### src/rtl/csi2_tx_pkg.sv
// Shared types and pixel-group geometry for the CSI-2 TX RAWn byte packer.
package csi2_tx_pkg;

  typedef enum logic [1:0] {
    RAW8  = 2'd0,
    RAW10 = 2'd1,
    RAW12 = 2'd2,
    RAW16 = 2'd3
  } raw_mode_t;

  localparam int unsigned MAX_GRP_BYTES = 5;

  typedef struct packed {
    logic       user;
    logic       last;
    logic [7:0] data;
  } buf_ent_t;

  function automatic logic [2:0] grp_pixels(input raw_mode_t mode);
    logic [2:0] n;
    case (mode)
      RAW8:    n = 3'd1;
      RAW10:   n = 3'd4;
      RAW12:   n = 3'd2;
      RAW16:   n = 3'd1;
      default: n = 3'd1;
    endcase
    return n;
  endfunction

  function automatic logic [2:0] grp_bytes(input raw_mode_t mode);
    logic [2:0] n;
    case (mode)
      RAW8:    n = 3'd1;
      RAW10:   n = 3'd5;
      RAW12:   n = 3'd3;
      RAW16:   n = 3'd2;
      default: n = 3'd2;
    endcase
    return n;
  endfunction

endpackage

### src/rtl/csi2_tx_byte_fifo.sv
// Shift-register byte buffer: entry 0 is always the head, so the output is a plain register.
// Accepts up to MAX_GRP_BYTES pushes and one pop per cycle.
module csi2_tx_byte_fifo
  import csi2_tx_pkg::*;
#(
  parameter int unsigned BUF_BYTES = 8
) (
  input  logic                               clk,
  input  logic                               rst,
  input  logic [2:0]                         push_n_i,
  input  buf_ent_t [MAX_GRP_BYTES-1:0]       push_ent_i,
  input  logic                               pop_i,
  output logic [$clog2(BUF_BYTES+1)-1:0]     count_o,
  output logic [$clog2(BUF_BYTES+1)-1:0]     count_nxt_o,
  output buf_ent_t                           head_o
);

  localparam int unsigned CNT_W = $clog2(BUF_BYTES + 1);

  buf_ent_t [BUF_BYTES-1:0] ent_q;
  buf_ent_t [BUF_BYTES-1:0] ent_d;
  buf_ent_t [BUF_BYTES-1:0] shift_s;
  logic [CNT_W-1:0]         count_q;
  logic [CNT_W-1:0]         count_d;
  logic                     pop_s;
  int                       base_s;

  assign pop_s = pop_i && (count_q != '0);

  // Shift out the popped head (zero-filling the tail), then append pushed bytes.
  always_comb begin
    if (pop_s) begin
      shift_s = {buf_ent_t'('0), ent_q[BUF_BYTES-1:1]};
      base_s  = int'(count_q) - 1;
    end else begin
      shift_s = ent_q;
      base_s  = int'(count_q);
    end
    for (int i = 0; i < int'(BUF_BYTES); i++) begin
      ent_d[i] = shift_s[i];
      for (int j = 0; j < int'(MAX_GRP_BYTES); j++) begin
        ent_d[i] = ((j < int'(push_n_i)) && (i == base_s + j)) ? push_ent_i[j] : ent_d[i];
      end
    end
    count_d = count_q + CNT_W'(push_n_i) - CNT_W'(pop_s);
  end

  // Buffer storage and occupancy.
  always_ff @(posedge clk) begin
    if (rst) begin
      ent_q   <= '0;
      count_q <= '0;
    end else begin
      ent_q   <= ent_d;
      count_q <= count_d;
    end
  end

  assign count_o     = count_q;
  assign count_nxt_o = count_d;
  assign head_o      = ent_q[0];

endmodule

### src/rtl/csi2_tx_rawn_packer.sv
// Packs right-justified pixels into CSI-2 RAW8/10/12/16 payload bytes with a
// small output buffer, per-frame mode latch and line-length checking.
module csi2_tx_rawn_packer
  import csi2_tx_pkg::*;
#(
  parameter int unsigned PIX_WIDTH      = 16,
  parameter int unsigned WORDS_PER_LINE = 256,
  parameter int unsigned BUF_BYTES      = 8
) (
  input  logic                 clk,
  input  logic                 rst,
  input  logic [1:0]           cfg_mode,
  input  logic [PIX_WIDTH-1:0] s_axis_tdata,
  input  logic                 s_axis_tvalid,
  output logic                 s_axis_tready,
  input  logic                 s_axis_tlast,
  input  logic                 s_axis_tuser,
  output logic [7:0]           m_axis_tdata,
  output logic                 m_axis_tvalid,
  input  logic                 m_axis_tready,
  output logic                 m_axis_tlast,
  output logic                 m_axis_tuser,
  output logic                 line_err,
  output logic                 busy
);

  localparam int unsigned CNT_W = $clog2(BUF_BYTES + 1);
  localparam int unsigned LEN_W = $clog2(WORDS_PER_LINE + 1);

  raw_mode_t  mode_q, mode_d, eff_mode_s;
  logic [1:0] grp_idx_q, grp_idx_d;
  logic [11:0] g0_q, g0_d;
  logic [9:0] g1_q, g1_d, g2_q, g2_d;
  logic       grp_user_q, grp_user_d;
  logic [LEN_W-1:0] pix_cnt_q, pix_cnt_d;
  logic       line_err_q, line_err_d;
  logic       busy_q, busy_d;

  logic [CNT_W-1:0] count_s, count_nxt_s, free_s;
  logic [2:0] last_idx_s, push_bytes_s, push_n_s;
  logic       complete_s, ready_s, accept_s, pop_s, short_s, len_bad_s;
  logic [15:0] p0_s;
  logic [11:0] p1_s;
  logic [9:0]  p2_s, p3_s;
  buf_ent_t [MAX_GRP_BYTES-1:0] push_ent_s;
  buf_ent_t   head_s;

  // Beat decode: the tuser beat already uses the incoming cfg_mode.
  always_comb begin
    eff_mode_s   = s_axis_tuser ? raw_mode_t'(cfg_mode) : mode_q;
    last_idx_s   = grp_pixels(eff_mode_s) - 3'd1;
    complete_s   = s_axis_tlast || ({1'b0, grp_idx_q} >= last_idx_s);
    short_s      = {1'b0, grp_idx_q} < last_idx_s;
    push_bytes_s = complete_s ? grp_bytes(eff_mode_s) : 3'd0;
    free_s       = CNT_W'(BUF_BYTES) - count_s;
    ready_s      = free_s >= CNT_W'(push_bytes_s);
    accept_s     = s_axis_tvalid && ready_s;
    push_n_s     = accept_s ? push_bytes_s : 3'd0;
    len_bad_s    = pix_cnt_q != LEN_W'(WORDS_PER_LINE - 1);
  end

  // Group pixels: earlier slots from storage, current beat in place, later slots zero-padded.
  always_comb begin
    p0_s = (grp_idx_q == 2'd0) ? s_axis_tdata[15:0] : {4'h0, g0_q};
    p1_s = (grp_idx_q == 2'd1) ? s_axis_tdata[11:0]
         : ((grp_idx_q > 2'd1) ? {2'b00, g1_q} : 12'h000);
    p2_s = (grp_idx_q == 2'd2) ? s_axis_tdata[9:0]
         : ((grp_idx_q == 2'd3) ? g2_q : 10'h000);
    p3_s = (grp_idx_q == 2'd3) ? s_axis_tdata[9:0] : 10'h000;
  end

  // Byte formatting of the completed group plus its sideband flags.
  always_comb begin
    push_ent_s = '0;
    case (eff_mode_s)
      RAW8: begin
        push_ent_s[0].data = p0_s[7:0];
      end
      RAW16: begin
        push_ent_s[0].data = p0_s[7:0];
        push_ent_s[1].data = p0_s[15:8];
      end
      RAW12: begin
        push_ent_s[0].data = p0_s[11:4];
        push_ent_s[1].data = p1_s[11:4];
        push_ent_s[2].data = {p1_s[3:0], p0_s[3:0]};
      end
      RAW10: begin
        push_ent_s[0].data = p0_s[9:2];
        push_ent_s[1].data = p1_s[9:2];
        push_ent_s[2].data = p2_s[9:2];
        push_ent_s[3].data = p3_s[9:2];
        push_ent_s[4].data = {p3_s[1:0], p2_s[1:0], p1_s[1:0], p0_s[1:0]};
      end
      default: begin
        push_ent_s = '0;
      end
    endcase
    push_ent_s[0].user = grp_user_q | s_axis_tuser;
    for (int j = 0; j < int'(MAX_GRP_BYTES); j++) begin
      push_ent_s[j].last = s_axis_tlast && (j == int'(push_bytes_s) - 1);
    end
  end

  // Next-state for mode latch, group storage, line counter and status flags.
  always_comb begin
    mode_d     = mode_q;
    grp_idx_d  = grp_idx_q;
    g0_d       = g0_q;
    g1_d       = g1_q;
    g2_d       = g2_q;
    grp_user_d = grp_user_q;
    pix_cnt_d  = pix_cnt_q;
    line_err_d = 1'b0;
    if (accept_s) begin
      mode_d = eff_mode_s;
      if (complete_s) begin
        grp_idx_d  = 2'd0;
        grp_user_d = 1'b0;
      end else begin
        grp_idx_d  = grp_idx_q + 2'd1;
        grp_user_d = grp_user_q | s_axis_tuser;
      end
      case (grp_idx_q)
        2'd0:    g0_d = s_axis_tdata[11:0];
        2'd1:    g1_d = s_axis_tdata[9:0];
        2'd2:    g2_d = s_axis_tdata[9:0];
        default: g0_d = g0_q;
      endcase
      if (s_axis_tlast) begin
        pix_cnt_d  = '0;
        line_err_d = short_s || len_bad_s;
      end else if (pix_cnt_q != LEN_W'(WORDS_PER_LINE)) begin
        // Saturate so an overlong line cannot wrap back to a matching count.
        pix_cnt_d = pix_cnt_q + LEN_W'(1);
      end else begin
        pix_cnt_d = pix_cnt_q;
      end
    end else begin
      line_err_d = 1'b0;
    end
    busy_d = (grp_idx_d != 2'd0) || (count_nxt_s != '0);
  end

  // State registers.
  always_ff @(posedge clk) begin
    if (rst) begin
      mode_q     <= RAW16;
      grp_idx_q  <= 2'd0;
      g0_q       <= 12'h000;
      g1_q       <= 10'h000;
      g2_q       <= 10'h000;
      grp_user_q <= 1'b0;
      pix_cnt_q  <= '0;
      line_err_q <= 1'b0;
      busy_q     <= 1'b0;
    end else begin
      mode_q     <= mode_d;
      grp_idx_q  <= grp_idx_d;
      g0_q       <= g0_d;
      g1_q       <= g1_d;
      g2_q       <= g2_d;
      grp_user_q <= grp_user_d;
      pix_cnt_q  <= pix_cnt_d;
      line_err_q <= line_err_d;
      busy_q     <= busy_d;
    end
  end

  csi2_tx_byte_fifo #(
    .BUF_BYTES (BUF_BYTES)
  ) u_fifo (
    .clk         (clk),
    .rst         (rst),
    .push_n_i    (push_n_s),
    .push_ent_i  (push_ent_s),
    .pop_i       (pop_s),
    .count_o     (count_s),
    .count_nxt_o (count_nxt_s),
    .head_o      (head_s)
  );

  assign pop_s         = m_axis_tvalid && m_axis_tready;
  assign s_axis_tready = ready_s;
  assign m_axis_tvalid = (count_s != '0);
  assign m_axis_tdata  = head_s.data;
  assign m_axis_tlast  = head_s.last;
  assign m_axis_tuser  = head_s.user;
  assign line_err      = line_err_q;
  assign busy          = busy_q;

endmodule

### config.mk
export PLATFORM = sky130hd
export DESIGN_NAME = csi2_tx_rawn_packer
export DESIGN_NICKNAME = d
export VERILOG_FILES = /design/src/rtl/csi2_tx_pkg.sv /design/src/rtl/csi2_tx_byte_fifo.sv /design/src/rtl/csi2_tx_rawn_packer.sv
export SDC_FILE = /design/constraint.sdc
export NUM_CORES = 1
export LEC_CHECK = 0
export BUFFER_PORTS_ARGS = -buffer_cell sky130_fd_sc_hd__clkbuf_2
export CAP_MARGIN = 20
export CORE_MARGIN = 2
export CORE_UTILIZATION = 25
export CTS_CLUSTER_SIZE = 12
export DETAILED_ROUTE_END_ITERATION = 10
export GPL_TIMING_DRIVEN = 0
export PLACE_DENSITY_LB_ADDON = 0.1
export SYNTH_ARGS = -nofsm -noshare
export SYNTH_HDL_FRONTEND = slang
export SYNTH_SLANG_ARGS = --single-unit
### constraint.sdc
create_clock -name clk -period 11.2 [get_ports clk]
set_clock_uncertainty 0.1 [all_clocks]
set_input_delay 2.24 -clock clk [delete_from_list [all_inputs] [get_ports clk]]
set_output_delay 2.24 -clock clk [all_outputs]
set_load 0.01 [all_outputs]
==> results_dict.tcl <==
set metrics [dict create \
    clock-sinks 132 \
    ys_types 87 \
    initialDrtViolationCount 1145 \
    synth_area_um2 11000 \
    core_um2 43300 \
    vias_per_cell 5.60 \
    synth_area_leaders "dfxtp_1 24%, mux2i_1 7.3%, nand2_1 6.2%" \
    syn_avg_cell_area_um2 7.45 \
    powerDensity_nw_per_um2 207 \
    maxCapViolations 0 \
    worstSetupPathType "primary input to output port" \
    rsz0062_at_grt "no" \
    numPortBuffers 35 \
    cp_max_fo 10 \
    endpoint_kind "output port" \
    start_util 0.255 \
    place.detailed.instances 2138 \
    drc_errors 0 \
    hold_violations 0 \
    netlist_top_cells_count "182 x nand2_1, 171 x nor2_1, 132 x dfxtp_1, 90 x a21oi_1, 81 x clkbuf_1" \
    fin_nets 1645 \
    rows 76 \
    synth_top_area_share 0.240 \
    grt.overflow.total 0 \
    tightest_slew_ns 1.25 \
    numCtsBuffers 17 \
    h-tree-depth 4 \
    hold_class "register to register" \
    grt_pass1_vias 11700 \
    vias 12200 \
    syn_inst 1478 \
    worstPathRequired_ns 8.86 \
    ir_drop_mv 0.109 \
    setup_viol 0 \
    post_cts_resized 0 \
    setup.worst_path.start_class "primary input" \
    area_delta_synth_final_pct 15.7 \
    clk_pin_slew_worst_paths_ns 0.06 \
    synth-edff-count 0 \
    final_antenna_net_count 0 \
    clock_latency_ns 0.45 \
    synth.most_common_cell "nand2_1" \
    drv_slew 0 \
    grt_max_degree 17 \
    routabilityCongestion 0.932 \
    dieWidth_um 214 \
    io_pins 38 \
    dpl.hpwl_um 41500 \
    fin_tns_setup_ns 0 \
    status "complete, no violations" \
    routedWlPerCell_um 23.8 \
    cts_tree "built" \
    n_antenna_cell 0 \
    min_period_ns 9.96 \
    p_leak_uw 0.00483 \
    synth-seq-area-share 0.240 \
    fp.dieH_um 214 \
    fmax_mhz 100 \
    synthArstFlopShare 0 \
    cts-root-buf "clkbuf_16" \
    post_cts_buffers 0 \
    drive_gt1_frac 0.115 \
    grt_usage 0.223 \
    ys.flop_type "dfxtp_1" \
    fp.dieArea_um2 45800 \
    clockBufferDepth 2 \
    postCtsHoldBufs 0 \
    slew_headroom 0.159 \
    grt_antenna_before_repair 0 \
    synth.largest_area_cell "dfxtp_1" \
    finalCritPeriodShare 0.889 \
    wirelength_um 51800 \
    arrival_ns 7.62 \
    n_fill_cell 4781 \
    grt_pass1_wl_um 77800 \
    ys_warn_count 0 \
    synth_seq_cells 132 \
    final_cells 2173 \
    dr.pass1.iters 8 \
]
==> power breakdown <==
group | switching, uW | internal, uW
combinational | 1030 | 442
clock | 241 | 360
sequential | 36.0 | 524
total | 1310 | 1330
==> registers in the layout, summed over array words and instances (netlist names) <==
signal,count
u_fifo.count_o,4
grp_user_q,1
g0_q,12
line_err,1
u_fifo.ent_q,70
g2_q,10
busy,1
g1_q,10
u_fifo.head_o,10
grp_idx_q,2
pix_cnt_q,9
mode_q,2
==> metal layers <==
metal,GRT usage,vias up,part of all wire
met3,0.0231,91,0.048
met2,0.360,413,0.45
met5,0,-,0
met1,0.308,5975,0.47
met4,0.0823,0,0.034
li1,-,5685,-
==> layout make-up <==
cell class | instances | area, um^2 | area share
inverters | 42 | 158 | 0.0124
clock buffers | 19 | 453 | 0.0355
repair buffers | 52 | 283 | 0.0222
plain buffers | 110 | 483 | 0.0379
clock inverters | 13 | 158 | 0.0124
multi-input cells | 1220 | 7840 | 0.615
well taps | 585 | 732 | 0.0574
flip-flops and latches | 132 | 2640 | 0.207
==> path summary, 6_finish.rpt <==
check	from	end	slack, ns	cells past startpoint
setup / recovery	s_axis_tuser	s_axis_tready	1.24	16
hold / removal	mode_q[0]	mode_q[0]	0.36	1
setup reg to reg	mode_q[1]	u_fifo.ent_q[41]	3.13	21
hold reg to reg	mode_q[0]	mode_q[0]	0.36	1
==> per-stage QoR <==
step / total power [uW] / worst slack (ns) / area (um^2) / hold slack, ns / utilization
floorplan: 1510 / 3.02 / 11100 / 0.332 / -
global placement: 2000 / 0.998 / 12000 / 0.342 / 0.278
detailed placement: 2010 / 1.01 / 12100 / 0.350 / 0.280
CTS: 2620 / 1.33 / 12700 / 0.360 / 0.294
global route: 2790 / 0.780 / 12800 / 0.385 / 0.295
finish: 2630 / 1.24 / 12800 / 0.363 / 0.295
==> critical path, cell delays in order <==
cell and delay (ns):
clkbuf_2 0.26, mux2i_1 0.67, ha_1 0.27, clkbuf_1 0.34, clkbuf_1 0.44, clkinv_1 0.43, ha_1 0.42, a211oi_1 0.64
or2_0 0.18, buf_2 0.26, nor2_1 0.10, ha_1 0.29, nand2b_1 0.14, a31oi_1 0.36, nand2_1 0.34, clkbuf_2 0.23
==> kinds of logic after synthesis <==
| group | synth area share |
|---|---|
| compound gates | 0.277 |
| simple gates | 0.258 |
| xor+xnor | 0.00874 |
| mux | 0.105 |
| other cells | 0.000682 |
| fa+ha+maj | 0.0529 |
| flops | 0.240 |
| buf+inv | 0.0581 |
==> placed cells by master (no fill, tap or decap), types with 15 or more instances in the layout <==
cell type  netlist  final
a211oi_1        26     26
a21oi_1         90     90
a221o_1         16     16
a22oi_1         50     50
and2_1          16     16
and3_1          21     21
buf_2           13     20
buf_4           10     19
clkbuf_1        81     81
clkbuf_16        0     17
clkbuf_2         1     37
conb_1           2     28
dfxtp_1        132    132
ha_1            45     45
inv_1           37     37
mux2_2          30     30
mux2i_1         80     80
nand2_1        182    182
nand3_1         42     42
nand4_1         16     16
nor2_1         171    171
nor3_1          29     29
nor4_1          16     15
o211ai_1        25     25
o21ai_0         69     69
o221ai_1        16     16
o22ai_1         41     41
No activity file was read; power rests on OpenSTA's default activity.
